===== config.mk =====
export PLATFORM = sky130hd
export DESIGN_NAME = reg_branch_unit
export DESIGN_NICKNAME = d
export VERILOG_FILES = /design/src/rtl/reg_branch_unit.sv
export SDC_FILE = /design/constraint.sdc
export NUM_CORES = 1
export LEC_CHECK = 0
export BUFFER_PORTS_ARGS = -buffer_cell sky130_fd_sc_hd__buf_2
export CAP_MARGIN = 20
export CORE_ASPECT_RATIO = 0.6
export CORE_UTILIZATION = 47
export DETAILED_ROUTE_END_ITERATION = 10
export GPL_TIMING_DRIVEN = 0
export PLACE_DENSITY = 0.86
export SYNTH_ARGS = -nofsm -noshare
export SYNTH_HDL_FRONTEND = slang
export SYNTH_SLANG_ARGS = --single-unit

===== constraint.sdc =====
create_clock -name clk -period 2 [get_ports clk]
set_input_delay 0.3 -clock clk [delete_from_list [all_inputs] [get_ports clk]]
set_output_delay 0.3 -clock clk [all_outputs]
set_load 0.005 [all_outputs]

===== src/rtl/reg_branch_unit.sv =====
// Register increment/decrement and register-conditional branch sequencer.
// Each op walks IDLE -> READ -> EXEC -> DONE; every output is driven from a flop.
module reg_branch_unit #(
  parameter int W  = 8,
  parameter int AW = 3
) (
  input  logic          clk,
  input  logic          reset,
  input  logic          op_valid,
  output logic          op_ready,
  input  logic [1:0]    op,
  input  logic [AW-1:0] op_reg,
  input  logic [2:0]    op_v,
  input  logic [W-1:0]  pc_in,
  output logic          rf_rd_en,
  output logic [AW-1:0] rf_rd_addr,
  input  logic [W-1:0]  rf_rd_data,
  output logic          rf_wr_en,
  output logic [AW-1:0] rf_wr_addr,
  output logic [W-1:0]  rf_wr_data,
  output logic          br_valid,
  output logic          br_taken,
  output logic [W-1:0]  br_target,
  output logic          wrap,
  output logic          done
);

  typedef enum logic [1:0] {IDLE, READ, EXEC, DONE} state_t;

  localparam logic [1:0] OP_INCR = 2'b00;
  localparam logic [1:0] OP_DECR = 2'b01;
  localparam logic [1:0] OP_JIZR = 2'b10;
  localparam logic [1:0] OP_JNZR = 2'b11;

  state_t        state_reg, state_next;
  logic [1:0]    op_sel_reg;
  logic [AW-1:0] reg_idx_reg;
  logic [2:0]    v_reg;
  logic [W-1:0]  pc_reg;

  logic [W-1:0]  incr_val, decr_val, target_val;
  logic          x_zero, x_ones, accept;
  logic          next_done, next_write, next_branch;

  assign accept      = op_valid && (state_reg == IDLE);
  assign incr_val    = rf_rd_data + W'(1);
  assign decr_val    = rf_rd_data - W'(1);
  assign x_zero      = (rf_rd_data == '0);
  assign x_ones      = &rf_rd_data;
  // Offset is counted in half-words, so it is shifted left by one before the add.
  assign target_val  = pc_reg + W'({v_reg, 1'b0});
  assign next_done   = (state_next == DONE);
  assign next_write  = next_done && !op_sel_reg[1];
  assign next_branch = next_done && op_sel_reg[1];

  always_comb begin
    state_next = state_reg;
    case (state_reg)
      IDLE:    if (accept) state_next = READ;
      READ:    state_next = EXEC;
      EXEC:    state_next = DONE;
      DONE:    state_next = IDLE;
      default: state_next = IDLE;
    endcase
  end

  always_ff @(posedge clk or posedge reset) begin
    if (reset) begin
      state_reg   <= IDLE;
      op_sel_reg  <= '0;
      reg_idx_reg <= '0;
      v_reg       <= '0;
      pc_reg      <= '0;
      op_ready    <= 1'b1;
      rf_rd_en    <= 1'b0;
      rf_rd_addr  <= '0;
      rf_wr_en    <= 1'b0;
      rf_wr_addr  <= '0;
      rf_wr_data  <= '0;
      br_valid    <= 1'b0;
      br_taken    <= 1'b0;
      br_target   <= '0;
      wrap        <= 1'b0;
      done        <= 1'b0;
    end else begin
      state_reg <= state_next;
      op_ready  <= (state_next == IDLE);

      if (accept) begin
        op_sel_reg  <= op;
        reg_idx_reg <= op_reg;
        v_reg       <= op_v;
        pc_reg      <= pc_in;
      end

      // READ is only ever entered straight from IDLE, so the live index is the one to present.
      rf_rd_en   <= (state_next == READ);
      rf_rd_addr <= (state_next == READ) ? op_reg : '0;

      if (state_reg == EXEC) begin
        case (op_sel_reg)
          OP_INCR: begin
            rf_wr_data <= incr_val;
            wrap       <= x_ones;
          end
          OP_DECR: begin
            rf_wr_data <= decr_val;
            wrap       <= x_zero;
          end
          OP_JIZR: begin
            br_taken  <= x_zero;
            br_target <= target_val;
            wrap      <= 1'b0;
          end
          OP_JNZR: begin
            br_taken  <= !x_zero;
            br_target <= target_val;
            wrap      <= 1'b0;
          end
          default: wrap <= 1'b0;
        endcase
      end

      done       <= next_done;
      rf_wr_en   <= next_write;
      rf_wr_addr <= next_write ? reg_idx_reg : '0;
      br_valid   <= next_branch;
    end
  end

endmodule


==> flow_summary.toml, run 1 <==
[yosys]
syn_area_um2 = 2151
synth_cell_types = 39
netlist.top_cell.by_area = "dfrtp_1"
synth_top_area_share_pct = 53.52
yosys_warnings = 0
synth.avg_cell_area_um2 = 12.15
synth_edf_count = 0
async_reset_ff_share_pct = 100.0
synth_cells = 177
synth_area_leaders = "dfrtp_1, mux2_2, ha_1, nand2_1, xnor2_1"
ys_seq_elements = 47
ys_seq_area_share_pct = 54.74
syn-num-nets = 213
synth-main-ff-cell = "dfrtp_1"

[critical_path]
critPathMaxFanout = 3
max_stage_delay_ns = 0.53
endpoint_kind = "register"
cp.arrival_ns = 2.09
cp_common_cell = "xnor2_1"
cp-start-kind = "register"
cp.required_ns = 2.18
crit_chain = "nand2b_4, xnor2_1, ha_2, or4b_4, a21boi_1, xnor2_1, o21ai_1"
slowest_stage = "or4b_4"
critical_path_class = "register to register"

[min_path]
hold_path_class = "input port to register"

[placed_design]
numPortBuffers = 55
gp_congestion = 0.7982
placed_cell_area_um2 = 2521
hpwlAfterDp_mm = 3.225

[final_layout]
areaGrowthSynthToFinish_pct = 24.72
layout.nets = 278
num_antenna_cells = 0
fin_util_pct = 63.02
layout-drive-gt1-share_pct = 41.98
design_area_um2 = 2683
fillers = 346

[timing]
slew_headroom_pct = 70.95
final.period_utilization_pct = 95.53
max_clock_freq_mhz = 523.4
hold_viol_final = 0
fin_tns_setup_ns = 0
slew_violations = 0
final.min_clock_period_ns = 1.911
tightest_slew_ns = 0.4357
finalSetupViolations = 0
skew_ns = 0.006357

[die]
core_area_um2 = 4257
boundaryPins = 56
initial_utilization_pct = 50.53
rows = 18
fp.dieH_um = 54.40
die_w_um = 89.33
fp.dieArea_um2 = 4860

[global_route]
grt_pass1_vias = 1404
grt.met2_usage_pct = 29.52
grt_pass1_wl_mm = 6.472
met3_usage_pct = 6.335
gr-usage-all-layers_pct = 19.10
grt-ovfl-total = 0
grt.busiest_layer = "met2"
antenna_found_initial = 0
gr-usage-met1_pct = 24.47
grt_max_degree = 41

[routing]
wl_per_cell_um = 14.34
dr.pass1.iters = 4
vias_per_cell = 5.155
drc_errors = 0
drtIter0Drc = 85
drtAntennaViolNets = 0
dr_total_vias = 1562
routed_wl_mm = 4.345

[power]
p_leak_nw = 1.279
power_density_nw_per_um2 = 1458
ir_worst_vdd_mv = 0.7930

[cts]
cts_made_buffers = 5
clk_pin_slew_worst_paths_ns = 0.08
cts_tree = "done"
cts_root_buf = "clkbuf_8"
clk_latency_ns = 0.30
cts_max_path_buffers = 2
htreeDepth = 2
cts_sinks = 47

[job]
cap_violations = 0

[outcome]
outcome = "finished clean"
[path summary, 6_finish.rpt]
path                                       to           start  slack (ns)  cells after the start
worst min-delay path            rf_rd_addr[2]       op_reg[2]        0.23                      2
max in group asynchronous            op_ready           reset        1.03                      4
worst min register to register  rf_wr_addr[2]  reg_idx_reg[2]        0.48                      1
worst max-delay path            rf_wr_data[2]   op_sel_reg[1]        0.09                      7
min in group asynchronous            br_taken           reset        0.45                      3
worst max register to register  rf_wr_data[2]   op_sel_reg[1]        0.09                      7
[stage by stage]
stage | hold WS, ns | setup slack, ns | cells | power [W]
6_report | 0.2250 | 0.08950 | 303 | 0.003912
5_1_grt | 0.2163 | -0.004732 | 303 | 0.004240
4_1_cts | 0.2161 | 0.002701 | 303 | 0.003915
3_5_place_dp | 0.2150 | -0.1344 | 293 | 0.003274
3_3_place_gp | 0.4561 | -0.1073 | 292 | 0.003167
2_1_floorplan | 0.4118 | 0.07205 | 177 | 0.002685
[cell type report]
cell class	count	area, um2	share of cell area [%]
repair buffers	58	312.8	11.66
inverters	10	37.54	1.399
flip-flops and latches	47	1180	43.98
clock buffers	8	100.1	3.731
well taps	60	75.07	2.799
plain buffers	4	16.27	0.6063
multi-input cells	116	960.9	35.82
[logic make-up (layout without fill, tap and decap cells)]
kind of cell               Yosys count  count (layout)  share of synthesized area, %
muxes                               19              19                         9.948
DFF                                 47              47                         54.74
adders and majority gates            9               9                         5.585
AOI/OAI and AO/OA                   27              27                         9.482
buffers and inverters               14              80                         2.443
and+or+nand+nor                     51              51                         13.73
xor gates and xnor gates            10              10                         4.072
[power by group]
part	internal [W]	switching [W]
clock network	0.000315	0.000295
registers	0.00141	0.000246
logic	0.000816	0.000830
[layout by cell type, fill, tap and decap left out, drive strengths merged, types with 3 or more instances in the layout]
cell | Yosys | layout
buf | 0 | 57
dfrtp | 46 | 46
nand2 | 19 | 19
mux2 | 19 | 19
o21ai | 12 | 12
clkbuf | 4 | 12
inv | 10 | 10
ha | 8 | 8
and2 | 7 | 7
xnor2 | 6 | 6
nor3 | 5 | 5
xor2 | 4 | 4
nor2b | 3 | 3
o32ai | 3 | 3
[what timing repair did]
item	4_1_cts	5_1_grt
resized for setup	2	8
cloned	0	0
hold buffers	1	0
pin swaps	0	2
setup buffers	1	0
endpoints found under the hold margin	7	0
endpoints found under the setup margin	3	13
[worst max-delay path: cells and delay by family, from the launching register on]
family	cells	cell delay [ns]
simple gates	2	0.69
flops	1	0.41
compound gates	2	0.24
fa+ha+maj	1	0.18
xor+xnor	2	0.27
[cells in the mapped netlist, types with 3 or more instances]
| library cell | n |
|---|---|
| and2_1 | 7 |
| clkbuf_1 | 4 |
| dfrtp_1 | 46 |
| ha_1 | 8 |
| inv_1 | 10 |
| mux2_2 | 19 |
| nand2_1 | 19 |
| nor2b_1 | 3 |
| nor3_1 | 3 |
| o21ai_0 | 7 |
| o21ai_1 | 5 |
| o32ai_2 | 3 |
| xnor2_1 | 6 |
| xor2_1 | 4 |
[metal layers]
layer | share of wire [%] | vias to the layer above
li1 | - | 745
met1 | 46 | 750
met2 | 46 | 55
met3 | 6.4 | 12
met4 | 2.2 | 0
met5 | 0 | -
Power figures use the tool's default switching activity.
==> run 2, diff against run 1 <==
Settings changed: RECOVER_POWER set to 50.
==> run 2 against run 1 <==
  * Combinational power hardly changed
  * Die area stayed put
  * Utilization is 0.18 points lower
  * Critical path type unchanged
  * Highest routed layer unchanged
==> flow_summary.toml, run 2 (same netlist as run 1, synthesis figures left out) <==
[outcome]
outcome = "finished clean"

[die]
boundaryPins = 56
rows = 18
fp.dieH_um = 54.40
initial_utilization_pct = 50.53
fp.dieArea_um2 = 4860
core_area_um2 = 4257
die_w_um = 89.33

[min_path]
hold_path_class = "input port to register"

[power]
p_seq_share_pct = 42.4
combPwrFrac_pct = 41.9
netSwitchingFraction_pct = 35.32
power_density_nw_per_um2 = 1461
pwr-share-clk_pct = 15.7
total_power_w = 0.003908
p_sw_w = 0.001380
p_leak_nw = 1.256
p_int_w = 0.002528
ir_worst_vdd_mv = 0.7969

[critical_path]
endpoint_kind = "register"
reg2reg_slack_ns = 0.09
critPathMaxFanout = 3
cp.required_ns = 2.18
cp.arrival_ns = 2.09
slowest_stage = "or4b_4"
endpoint = "rf_wr_data[2]"
critical_path_class = "register to register"
reg2reg_from = "op_sel_reg[1]"
crit_chain = "nand2b_4, xnor2_1, ha_2, or4b_4, a21boi_1, xnor2_1, o21ai_1"
cp-startpoint = "op_sel_reg[1]"
cp_common_cell = "xnor2_1"
rr_worst_depth = 7
r2r-end = "rf_wr_data[2]"
max_stage_delay_ns = 0.53
cp-start-kind = "register"

[timing]
skew_ns = 0.007741
slew_headroom_pct = 71.22
hold_viol_final = 0
tightest_slew_ns = 0.4317
final.period_utilization_pct = 95.60
slew_violations = 0
layout_setup_ws_ns = 0.08805
finalSetupViolations = 0
final.min_clock_period_ns = 1.912
max_clock_freq_mhz = 523.0

[final_layout]
num_antenna_cells = 0
layout.nets = 278
mostFrequentLayoutCells = "buf_2, dfrtp_1, nand2_1, mux2_2"
areaGrowthSynthToFinish_pct = 24.37
layout_commonest_cell = "buf_2"
layout-drive-gt1-share_pct = 39.09
fin_util_pct = 62.85
design_area_um2 = 2675

[cts]
cts_tree = "done"
cts_root_buf = "clkbuf_8"
htreeDepth = 2
clk_pin_slew_worst_paths_ns = 0.08
clk_latency_ns = 0.30
cts_made_buffers = 5
cts_max_path_buffers = 2
cts_sinks = 47

[placed_design]
numPortBuffers = 55
gp_congestion = 0.7982
hpwlAfterDp_mm = 3.225
placed_cell_area_um2 = 2521
dp_slack_ns = -0.1344

[routing]
drtIter0Drc = 86
vias_per_cell = 5.145
routed_wl_mm = 4.394
dr.pass1.iters = 5
drc_errors = 0
dr_total_vias = 1559
wl_per_cell_um = 14.50
drtAntennaViolNets = 0

[global_route]
antenna_found_initial = 0
grt_pass1_wl_mm = 6.472
grt_pass1_vias = 1404
grt-ovfl-total = 0
grt_max_degree = 41
gr-usage-all-layers_pct = 19.10

[job]
cap_violations = 0
-- run 2: timing repair --
action | 4_1_cts | 5_1_grt
buffers inserted | 1 | 0
hold endpoints to repair | 7 | 0
hold buffers | 1 | 0
setup endpoints to repair | 3 | 13
resized for setup | 2 | 8
pin swaps | 0 | 2
-- run 2: power by group through the flow --
stage,clock (W),combinational [W],sequential (W)
detailed placement,0,0.00159,0.00169
finish,0.000613,0.00164,0.00166
floorplan,0,0.00102,0.00166
CTS,0.000634,0.00163,0.00165
global placement,0,0.00151,0.00166
global route,0.000666,0.00185,0.00171
-- run 2: cell type report --
type / instances / area (um2)
repair buffers: 58 / 305.3
inverters: 10 / 37.54
clock buffers: 8 / 100.1
plain buffers: 4 / 16.27
multi-input cells: 116 / 960.9
well taps: 60 / 75.07
flip-flops and latches: 47 / 1180
fillers: 351 / 1582
-- run 2: layer usage --
metal / track usage (%) / share of wire (%) / up-vias
li1: - / - / 746
met1: 24.47 / 46 / 743
met2: 29.52 / 46 / 60
met3: 6.335 / 6.6 / 10
met4: 9.524 / 1.8 / 0
met5: 0 / 0 / -
-- run 2: worst min-delay path by stage --
stage	startpoint	endpoint	slack [ns]	cells past startpoint
finish	op_reg[2]	rf_rd_addr[2]	0.22	2
global route	pc_in[2]	pc_reg[2]	0.22	2
CTS	pc_in[3]	pc_reg[3]	0.22	2
detailed placement	reset	br_taken	0.22	2
global placement	reg_idx_reg[0]	rf_wr_addr[0]	0.46	1
floorplan	rf_rd_data[0]	rf_wr_data[0]	0.41	1
-- run 2: worst max-delay path: cells and delay by family, from the launching register on --
kind	cells	cell delay [ns]
simple gates	2	0.69
fa+ha+maj	1	0.19
xor+xnor	2	0.27
compound gates	2	0.25
flops	1	0.41
-- run 2: per-stage QoR --
step                      setup TNS, ns  hold WS (ns)  instances
after floorplan                       0        0.4118        177
after global placement          -0.2941        0.4561        292
after detailed placement        -0.3797        0.2150        293
after CTS                             0        0.2161        303
after global routing          -0.004732        0.2163        303
final                                 0        0.2237        303
